**src/rtl/div_sequencer.sv**
```systemverilog
// Restoring 32/32 unsigned divider sequenced by an IDLE/ITER/DONE FSM on the falling clock edge.
// Fixed latency: accept, 32 iterations, one DONE cycle; divide-by-zero short-circuits to DONE.
module div_sequencer (
  input  logic        clk,
  input  logic        r,
  input  logic        start,
  input  logic [31:0] dividend,
  input  logic [31:0] divisor,
  output logic        busy,
  output logic        done,
  output logic        div_by_zero,
  output logic [31:0] quotient,
  output logic [31:0] remainder,
  output logic [5:0]  iter_count
);

  localparam logic [1:0] IDLE = 2'd0;
  localparam logic [1:0] ITER = 2'd1;
  localparam logic [1:0] DONE = 2'd2;

  logic [1:0]  state_q, state_d;
  logic [31:0] dvs_q, dvs_d;
  logic [31:0] qsr_q, qsr_d;
  logic [32:0] prem_q, prem_d;
  logic [5:0]  cnt_q, cnt_d;
  logic [31:0] quo_q, quo_d;
  logic [31:0] rem_q, rem_d;
  logic        dbz_q, dbz_d;

  logic [32:0] shifted;
  logic [33:0] trial;
  logic        trial_neg;
  logic [32:0] step_prem;
  logic [31:0] step_qsr;

  // The partial remainder never reaches the divisor, so the shifted value fits in 33 bits.
  assign shifted   = {prem_q[31:0], qsr_q[31]};
  assign trial     = {prem_q, qsr_q[31]} - {2'b00, dvs_q};
  assign trial_neg = trial[33];
  assign step_prem = trial_neg ? shifted : trial[32:0];
  assign step_qsr  = {qsr_q[30:0], ~trial_neg};

  always_comb begin
    state_d = state_q;
    dvs_d   = dvs_q;
    qsr_d   = qsr_q;
    prem_d  = prem_q;
    cnt_d   = cnt_q;
    quo_d   = quo_q;
    rem_d   = rem_q;
    dbz_d   = dbz_q;
    case (state_q)
      IDLE: begin
        if (start) begin
          dvs_d  = divisor;
          qsr_d  = dividend;
          prem_d = '0;
          cnt_d  = '0;
          if (divisor == 32'd0) begin
            quo_d   = 32'hFFFF_FFFF;
            rem_d   = dividend;
            dbz_d   = 1'b1;
            state_d = DONE;
          end else begin
            state_d = ITER;
          end
        end
      end
      ITER: begin
        prem_d = step_prem;
        qsr_d  = step_qsr;
        cnt_d  = cnt_q + 6'd1;
        // Results are published only on the final step, never mid-operation.
        if (cnt_q == 6'd31) begin
          quo_d   = step_qsr;
          rem_d   = step_prem[31:0];
          dbz_d   = 1'b0;
          state_d = DONE;
        end
      end
      DONE:    state_d = IDLE;
      default: state_d = IDLE;
    endcase
  end

  always_ff @(negedge clk or posedge r) begin
    if (r) begin
      state_q <= IDLE;
      dvs_q   <= '0;
      qsr_q   <= '0;
      prem_q  <= '0;
      cnt_q   <= '0;
      quo_q   <= '0;
      rem_q   <= '0;
      dbz_q   <= 1'b0;
    end else begin
      state_q <= state_d;
      dvs_q   <= dvs_d;
      qsr_q   <= qsr_d;
      prem_q  <= prem_d;
      cnt_q   <= cnt_d;
      quo_q   <= quo_d;
      rem_q   <= rem_d;
      dbz_q   <= dbz_d;
    end
  end

  assign busy        = (state_q == ITER);
  assign done        = (state_q == DONE);
  assign div_by_zero = dbz_q;
  assign quotient    = quo_q;
  assign remainder   = rem_q;
  assign iter_count  = cnt_q;

endmodule

```
**config.mk**
```make
export PLATFORM = sky130hd
export DESIGN_NAME = div_sequencer
export DESIGN_NICKNAME = d
export VERILOG_FILES = /design/src/rtl/div_sequencer.sv
export SDC_FILE = /design/constraint.sdc
export NUM_CORES = 1
export LEC_CHECK = 0
export ABC_AREA = 1
export BUFFER_PORTS_ARGS = -buffer_cell sky130_fd_sc_hd__buf_4
export CAP_MARGIN = 20
export CORE_MARGIN = 2
export CORE_UTILIZATION = 40
export CTS_CLUSTER_DIAMETER = 150
export DETAILED_ROUTE_END_ITERATION = 10
export PLACE_DENSITY = 0.68
export SETUP_SLACK_MARGIN = 0.05
export SLEW_MARGIN = 0
export SYNTH_ARGS = -nofsm -noshare
export SYNTH_HDL_FRONTEND = slang
export SYNTH_SLANG_ARGS = --single-unit
```
**constraint.sdc**
```tcl
create_clock -name clk -period 5.1 [get_ports clk]
set_clock_uncertainty 0.1 [all_clocks]
set_input_delay 0 -clock clk [delete_from_list [all_inputs] [get_ports clk]]
set_output_delay 0 -clock clk [all_outputs]
set_load 0.02 [all_outputs]
```
* Word level (Yosys, flattened, before mapping)
Cells that the tools add are included.
Word-level totals: bits in registers 170, word-level logic and storage cells 47, output and inout bits 73, bits of input ports 67
Cells by class: multiplexer cells 23, eq/ne operators 6, bitwise gates (word level) 1, reductions and logical operators 7, $add $sub $neg 2
Operators with widths (number):
- 2-to-1 mux 32 bit | 7
- one-hot mux 32 bit (2 select lines) | 3
- 2-to-1 mux 33 bit | 2
- one-hot mux 33 bit (2 select lines) | 1
- subtractor 34 x 32 -> 34 bit | 1
- logical NOT 32 bit | 1
- one-hot mux 6 bit (2 select lines) | 1
- adder 6 x 1 -> 6 bit, second input constant | 1
- == test 6 x 5 -> 1 bit, second input constant | 1
- 2-to-1 mux 2 bit | 3
- 2-to-1 mux 6 bit | 1
- AND reduction 2 bit | 3
- != test 2 bit, second input constant | 2
- one-hot mux 2 bit (2 select lines) | 1
- AND reduction 4 bit | 1
- 2-to-1 mux 1 bit | 3
- == test 2 x 1 -> 1 bit, second input constant | 1
- == test 2 bit, second input constant | 1
- logical NOT 2 bit | 1
- != test 2 x 1 -> 1 bit, second input constant | 1
- one-hot mux 1 bit (2 select lines) | 1
- nonzero test 2 bit | 1
- NOT 1 bit | 1

* Depth between registers and ports, before layout
Gate-level depths: netlist (run 1).
depth in word-level cells 4, mapped depth 19, mapped depth without buffers 18

==> impl_metrics.toml, run 1 <==
[outcome]
status = "finished, final reports clean"

[synth]
async_flop_share_pct = 100
yosysMostFrequentCell = "nand2_1"
netlist.area_leader.share_pct = 41.6
ys_ff_latch = 170
synthCells = 1388
syn_nets = 1489
ys_seq_area_share_pct = 41.6
synthTopCellsByCount = "nand2_1 (355), inv_1 (187), dfrtn_1 (170), nor2_1 (136), nand3_1 (100)"
yosysUniqueCellTypes = 49
yosys_warnings = 0
yosysTopAreaCell = "dfrtn_1"
synth_flop_cell = "dfrtn_1"
synth.avg_cell_area_sq_um = 7.37
netlist_top_cells_area = "dfrtn_1 (42%), nand2_1 (13%), inv_1 (6.9%)"
synth_edf_count = 0
syn_area_sq_um = 10200

[drt]
vias_per_cell = 5.10
wl_per_cell_microns = 16.3
drc = 0
drtIter0Drc = 721
drt_pre_antenna_iters = 5
postRouteAntennaNets = 0
wirelength_microns = 30100
routed-via-count = 9438

[cts]
cts_buffers = 17
worst_skew_pair.late_latency_ps = 400
clock_sinks = 170
cts_buffer_depth = 2
cts_tree = "built"
htreeDepth = 4
ctsHoldBuffers = 0
ctsResizeCount = 0
clkTransAtPathRegs_ps = 50
cts_setup_buffers = 0
cts_root_buf = "clkbuf_16"

[critical_path]
critPathBufInv = 5
critical_path_peak_fanout = 87
crit_path_end_kind = "flop"
cp-start-kind = "primary input"
critPathKind = "primary input to flop"
rr_startpoint = "state_q[0]"
crit_chain = "buf_4, nor2_1, nand2_1, nor3_1, nand3_1, o21ai_1, nand3_2, buf_12, inv_2, buf_4, or2_2, nand2_1, inv_1"
critical_path_arrival_ps = 2140
ff2ff_setup_slack_ps = 1650
slowest_delay_ps = 290
slowest_stage = "o21ai_1"
cp-startpoint = "divisor[9]"
crit_required_ps = 2890
critPathTopFamily = "simple AND/OR/NAND/NOR gates"

[floorplan]
initial_core_util_pct = 40.6
die_w_microns = 164
fp.dieH_microns = 164
row_count = 58
dieArea_sq_um = 26900
io_pins = 140
core_sq_um = 25200

[hold_path]
min_path_type = "flop to flop"
worstHoldStart = "quotient[19]"

[cells_and_area]
fillCellCount = 2526
seq_area_sq_um = 4250
area_delta_synth_final_pct = 18.9
multi_input_area_sq_um = 5010
antenna_cells = 0
drive_above_1_share_pct = 18.2
nNetsFinal = 1608

[sta]
hold_viol_final = 0
whs_ps = 334
setup_tns_ps = 0
tightest_slew_ps = 906
final_max_slew_viol_count = 0
relSlewSlack_pct = 39.6
final-setup-viol-count = 0
rsz0062_at_grt = "false"

[grt]
grt_overflow = 0
grt_max_degree = 94
antenna_found_initial = 0
grt_pass1_wl_microns = 47800
grt_pass1_vias = 8897
gr-usage-all-layers_pct = 22.9

[flow_run]
max-cap-violations = 0

[place]
gp_congestion = 0.939
dp_hpwl_microns = 23300
portBuffers = 139
## sequential cells by signal (all words and copies together) (netlist names)
register,count
prem_q,33
dvs_q,32
qsr_q,32
quotient,32
remainder,32
iter_count,6
state_q,2
div_by_zero,1
## kinds of logic after synthesis
logic type | count (synthesis) | share of synthesized area, %
compound gates | 161 | 8.44
buf+inv | 246 | 9.59
simple gates | 762 | 34.9
fa+ha+maj | 34 | 4.23
xor+xnor | 15 | 1.28
flops | 170 | 41.6
## stage by stage
stage	cells	setup slack, ps	util (%)	cell area, sq um
finish	1849	749	48.3	12200
global route	1849	549	48.3	12200
CTS	1849	736	48.3	12200
detailed placement	1818	317	46.0	11600
global placement	1818	355	46.0	11600
floorplan	1388	402	-	10200
## layer usage
metal  global-route usage [%]  share of wire [%]  routed length [microns]  up-vias
met5                        0                  0                        0        -
met4                     5.90                2.0                      588        0
met3                     3.43                6.2                     1880       29
met2                     35.0                 44                    13200      319
met1                     33.8                 48                    14500     4401
li1                         -                  -                        -     4689
## placed cells by master, fill, tap and decap left out, drive strengths merged
cell type    n
buf        151
a22o         1
a21boi       1
xnor2        6
or2         33
inv        199
o21ai       84
o22ai        2
a21oi       58
o211ai       1
xor2         9
clkinvlp     2
o31ai        1
nand3      132
nand2      368
and2         4
nor4         3
clkbuf      17
nor2       144
a31oi        6
o21bai       3
clkinv       8
fa           1
nor3        33
nand4       43
dfrtn      170
ha          33
nand3b       2
a21o         3
o21a         1
## final timing paths
kind | endpoint | cells after the start
setup reg to reg | remainder[27] | 13
min in group asynchronous | qsr_q[4] | 2
max in group asynchronous | qsr_q[13] | 3
hold / removal | quotient[19] | 2
setup / recovery | remainder[27] | 13
hold reg to reg | quotient[19] | 2
## worst register-to-register path, stage by stage (launching register included)
cell and delay, ps:
dfrtn_1 430, inv_1 110, nor2_4 150, buf_4 740
o21ai_1 210, o21ai_1 220, a21oi_1 90, nand3_2 110
buf_12 310, inv_2 240, buf_4 230, or2_2 280
nand2_1 70, inv_1 40
## area by class of cell
cell class | count | area share (%)
Clock buffer | 17 | 3.50
Clock inverter | 14 | 1.29
Inverter | 195 | 6.05
Sequential cell | 170 | 35.0
Tap cell | 330 | 3.39
Multi-Input combinational cell | 972 | 41.2
Timing Repair Buffer | 151 | 9.62
Power of run 1 is not shown: default switching activity piles up to over one toggle a cycle in this logic, so the estimate is an artifact.
==> run 2, diff against run 1 <==
--- a/config.mk
+++ b/config.mk
@@ -6,13 +6,13 @@
 export NUM_CORES = 1
 export LEC_CHECK = 0
 export ABC_AREA = 1
-export BUFFER_PORTS_ARGS = -buffer_cell sky130_fd_sc_hd__buf_4
 export CAP_MARGIN = 20
 export CORE_MARGIN = 2
 export CORE_UTILIZATION = 40
 export CTS_CLUSTER_DIAMETER = 150
 export DETAILED_ROUTE_END_ITERATION = 10
-export PLACE_DENSITY = 0.68
+export DONT_BUFFER_PORTS = 1
+export PLACE_DENSITY = 0.63
 export SETUP_SLACK_MARGIN = 0.05
 export SLEW_MARGIN = 0
 export SYNTH_ARGS = -nofsm -noshare
==> run 2 against run 1 <==
Routed wire length fell by 0.25%. Count of clock-buffer cells in the layout rose by 1. Design area fell by 8.7%. Sequential share of layout area rose by 3.3 points. Highest routed layer unchanged. Register-to-register slack improved by 120 ps.
==> impl_metrics.toml, run 2 (synthesized netlist as in run 1, its figures left out) <==
[outcome]
status = "finished, final reports clean"

[grt]
grt_pass1_vias = 8669
grt_pass1_wl_microns = 47300
gr-usage-all-layers_pct = 22.8
antenna_found_initial = 0
grt_max_degree = 76
grt_overflow = 0

[drt]
postRouteAntennaNets = 0
wirelength_microns = 30000
drt_pre_antenna_iters = 7
drtIter0Drc = 818
routed-via-count = 8887
drc = 0
wl_per_cell_microns = 17.6
vias_per_cell = 5.19

[sta]
tightest_slew_ps = 824
final_max_slew_viol_count = 0
rsz0062_at_grt = "false"
setup_tns_ps = 0
hold_viol_final = 0
final-setup-viol-count = 0
relSlewSlack_pct = 44.8

[critical_path]
rr_startpoint = "state_q[0]"
critPathKind = "primary input to flop"
ff2ff_setup_slack_ps = 1770
crit_path_end_kind = "flop"
critPathCapture = "remainder[8]"
rr_endpoint = "quotient[10]"
cp-startpoint = "divisor[7]"
critical_path_peak_fanout = 68
rr_worst_depth = 10
critical_path_arrival_ps = 1930
cp-start-kind = "primary input"
crit_required_ps = 2710

[hold_path]
worstHoldStart = "dvs_q[0]"
min_path_type = "flop to flop"
hold_depth = 2

[cts]
clkTransAtPathRegs_ps = 50
cts_setup_buffers = 0
htreeDepth = 4
clock_sinks = 170
ctsHoldBuffers = 0
cts_buffer_depth = 2
cts_buffers = 17
cts_root_buf = "clkbuf_16"
ctsResizeCount = 0
cts_tree = "built"
worst_skew_pair.late_latency_ps = 410

[floorplan]
die_w_microns = 164
core_sq_um = 25200
fp.dieH_microns = 164
row_count = 58
io_pins = 140
dieArea_sq_um = 26900
initial_core_util_pct = 40.6

[flow_run]
max-cap-violations = 0

[cells_and_area]
drive_above_1_share_pct = 10.1
seq_area_sq_um = 4250
largest-register = "prem_q"
final_common_cell = "nand2_1"
largest_reg_flops = 33
antenna_cells = 0
mostFrequentLayoutCells = "nand2_1 (355), inv_1 (186), dfrtn_1 (170), nor2_1 (134), nand3_1 (100)"
area_delta_synth_final_pct = 8.61
fillCellCount = 2562
multi_input_area_sq_um = 5010
nNetsFinal = 1469

[place]
dp_hpwl_microns = 22900
gp_congestion = 0.908
portBuffers = 0
-- run 2: changes by cell type in the layout (fill, tap and decap cells not counted), sizes merged --
cell,delta
buf,-139
clkbuf,+1
clkinv,-2
inv,+2
-- run 2: through the flow --
step           worst slack, ps  instances  instance area, sq um  utilization (%)  hold WS (ps)
3_5_place_dp               352       1679                 10500             41.8           346
5_1_grt                    566       1711                 11100             44.1           369
6_report                   783       1711                 11100             44.1           344
4_1_cts                    766       1711                 11100             44.1           348
2_1_floorplan              402       1388                 10200                -           309
3_3_place_gp               478       1679                 10500             41.8           323
-- run 2: area by class of cell --
cell class,instances,area share (%)
clock buffers,18,3.95
clock inverters,14,1.29
inverters,195,6.62
multi-input cells,972,45.1
flip-flops and latches,170,38.3
well taps,330,3.71
repair buffers,12,1.04
-- run 2: per-layer routing --
metal | share of wire, % | global-route usage, % | vias to the layer above
met5 | 0 | 0 | -
met4 | 1.4 | 4.55 | 0
met3 | 6.8 | 4.55 | 32
met2 | 44 | 35.7 | 274
met1 | 48 | 33.0 | 4186
li1 | - | - | 4395
-- run 2: worst min-delay path by stage --
stage,to,slack (ps)
3_5_place_dp,dvs_q[0],350
3_3_place_gp,dvs_q[0],320
2_1_floorplan,dvs_q[0],310
4_1_cts,dvs_q[0],350
6_report,dvs_q[0],340
5_1_grt,dvs_q[0],370
-- run 2: critical path, stage by stage --
cell and delay, ps:
nor2_1 120, nand2_1 70, nor3_1 180, nand3_1 200, o21ai_1 370, nand3_2 150, buf_4 350, a21oi_1 260
nand3_2 90, nand2_1 60, inv_1 30
Power of run 2 is left out for the same reason.
==> run 3, diff against run 2 <==
--- a/config.mk
+++ b/config.mk
@@ -12,7 +12,7 @@
 export CTS_CLUSTER_DIAMETER = 150
 export DETAILED_ROUTE_END_ITERATION = 10
 export DONT_BUFFER_PORTS = 1
-export PLACE_DENSITY = 0.63
+export PLACE_DENSITY = 0.65
 export SETUP_SLACK_MARGIN = 0.05
 export SLEW_MARGIN = 0
 export SYNTH_ARGS = -nofsm -noshare
==> constraint.sdc (replaced) <==
create_clock -name clk -period 3.6 [get_ports clk]
set_clock_uncertainty 0.1 [all_clocks]
set_input_delay 0 -clock clk [delete_from_list [all_inputs] [get_ports clk]]
set_output_delay 0 -clock clk [all_outputs]
set_load 0.02 [all_outputs]
==> run 3 against run 2 <==
Design area increased by 0.87%. Flip-flop and latch count unchanged. Register-to-register slack got worse by 1100 ps. Via count decreased by 0.57%. Die area unchanged. Count of clock-buffer cells in the layout unchanged. Critical path type unchanged. Largest cell class unchanged.
==> impl_metrics.toml, run 3 (synthesized netlist as in run 1, its figures left out) <==
[critical_path]
critical_path_peak_fanout = 18
rr_startpoint = "prem_q[18]"
crit_path_end_kind = "flop"
critPathKind = "primary input to flop"
critPathCapture = "remainder[7]"
worst_path_most_repeated_cell = "buf_4"
cp-startpoint = "divisor[0]"
cp-start-kind = "primary input"
crit_chain = "nor4_1, buf_4, nand3_1, o21ai_1, buf_4, nand3_2, buf_4, a21oi_1, nand3_1, nand2_1, inv_1"
rr_endpoint = "remainder[22]"
critical_path_arrival_ps = 1670
slowest_stage = "nor4_1"
crit_required_ps = 1970
rr_worst_depth = 14
ff2ff_setup_slack_ps = 670
slowest_delay_ps = 330

[grt]
grt_pass1_wl_microns = 46900
grt_overflow = 0
grt_pass1_vias = 8664
gr-usage-all-layers_pct = 22.6
antenna_found_initial = 0
grt_max_degree = 74

[floorplan]
die_w_microns = 164
core_sq_um = 25200
initial_core_util_pct = 40.6
row_count = 58
dieArea_sq_um = 26900
fp.dieH_microns = 164
io_pins = 140

[sta]
setup_tns_ps = 0
final-setup-viol-count = 0
final_max_slew_viol_count = 0
relSlewSlack_pct = 44.2
tightest_slew_ps = 837
rsz0062_at_grt = "false"
layout_setup_ws_ps = 306
hold_viol_final = 0

[cells_and_area]
largest-register = "prem_q"
final_common_cell = "nand2_1"
multi_input_area_sq_um = 5020
antenna_cells = 0
area_delta_synth_final_pct = 9.55
mostFrequentLayoutCells = "nand2_1 (355), inv_1 (186), dfrtn_1 (170), nor2_1 (134), nand3_1 (100)"
utilization_pct = 44.5
fillCellCount = 2540
nNetsFinal = 1477
seq_area_sq_um = 4250
drive_above_1_share_pct = 10.6
largest_reg_flops = 33

[place]
gp_congestion = 0.924
dp_hpwl_microns = 22900
dp_slack_ps = -328
portBuffers = 0

[cts]
clkTransAtPathRegs_ps = 50
clock_sinks = 170
ctsHoldBuffers = 0
cts_buffers = 17
worst_skew_pair.late_latency_ps = 420
cts_tree = "built"
cts_buffer_depth = 2
htreeDepth = 4
cts_root_buf = "clkbuf_16"

[drt]
vias_per_cell = 5.14
wirelength_microns = 29400
drt_pre_antenna_iters = 7
drc = 0
drtIter0Drc = 831
wl_per_cell_microns = 17.1
postRouteAntennaNets = 0
routed-via-count = 8836

[outcome]
status = "finished, final reports clean"

[flow_run]
max-cap-violations = 0

[hold_path]
min_path_type = "flop to flop"
## run 3: changes by cell type in the layout (fill, tap and decap cells not counted), sizes merged
cell / before / now
inv: 201 / 202
buf: 12 / 20
clkinv: 6 / 5
## run 3: final cells by class
type                       count  area share [%]
clock buffer                  18            3.83
clock inverter                14            1.31
inverter                     195            6.56
multi-input combinational    972            44.8
sequential                   170            37.9
tap                          330            3.68
timing repair buffer          20            1.90
## run 3: worst max-delay path, delay by kind of cell
family	cells	cell delay, ps
buffers and inverters	4	560
AOI/OAI and AO/OA	2	390
and+or+nand+nor	5	720
## run 3: per-stage QoR
step	std cells	hold slack, ps	instance area [sq um]
2_1_floorplan	1388	309	10200
3_3_place_gp	1687	327	10600
3_5_place_dp	1687	331	10600
4_1_cts	1719	331	11200
5_1_grt	1719	368	11200
6_report	1719	339	11200
## run 3: worst min-delay path by stage
stage / from / to / cells past startpoint
2_1_floorplan: dvs_q[0] / dvs_q[0] / 2
3_5_place_dp: dvs_q[0] / dvs_q[0] / 2
5_1_grt: dvs_q[0] / dvs_q[0] / 2
6_report: dvs_q[0] / dvs_q[0] / 2
4_1_cts: dvs_q[0] / dvs_q[0] / 2
3_3_place_gp: dvs_q[0] / dvs_q[0] / 2
## run 3: repair_timing
item | 4_1_cts | 5_1_grt
endpoints found under the setup margin | 0 | 16
gates resized for setup | 0 | 1
buffers inserted | 0 | 0
## run 3: routing by layer
layer | up-vias | track usage, % | wire, microns
met4 | 0 | 4.47 | 251
met5 | - | 0 | 0
met3 | 19 | 4.44 | 1950
met1 | 4147 | 32.3 | 14100
met2 | 246 | 35.6 | 13000
li1 | 4424 | - | -
Power of run 3 is left out for the same reason.
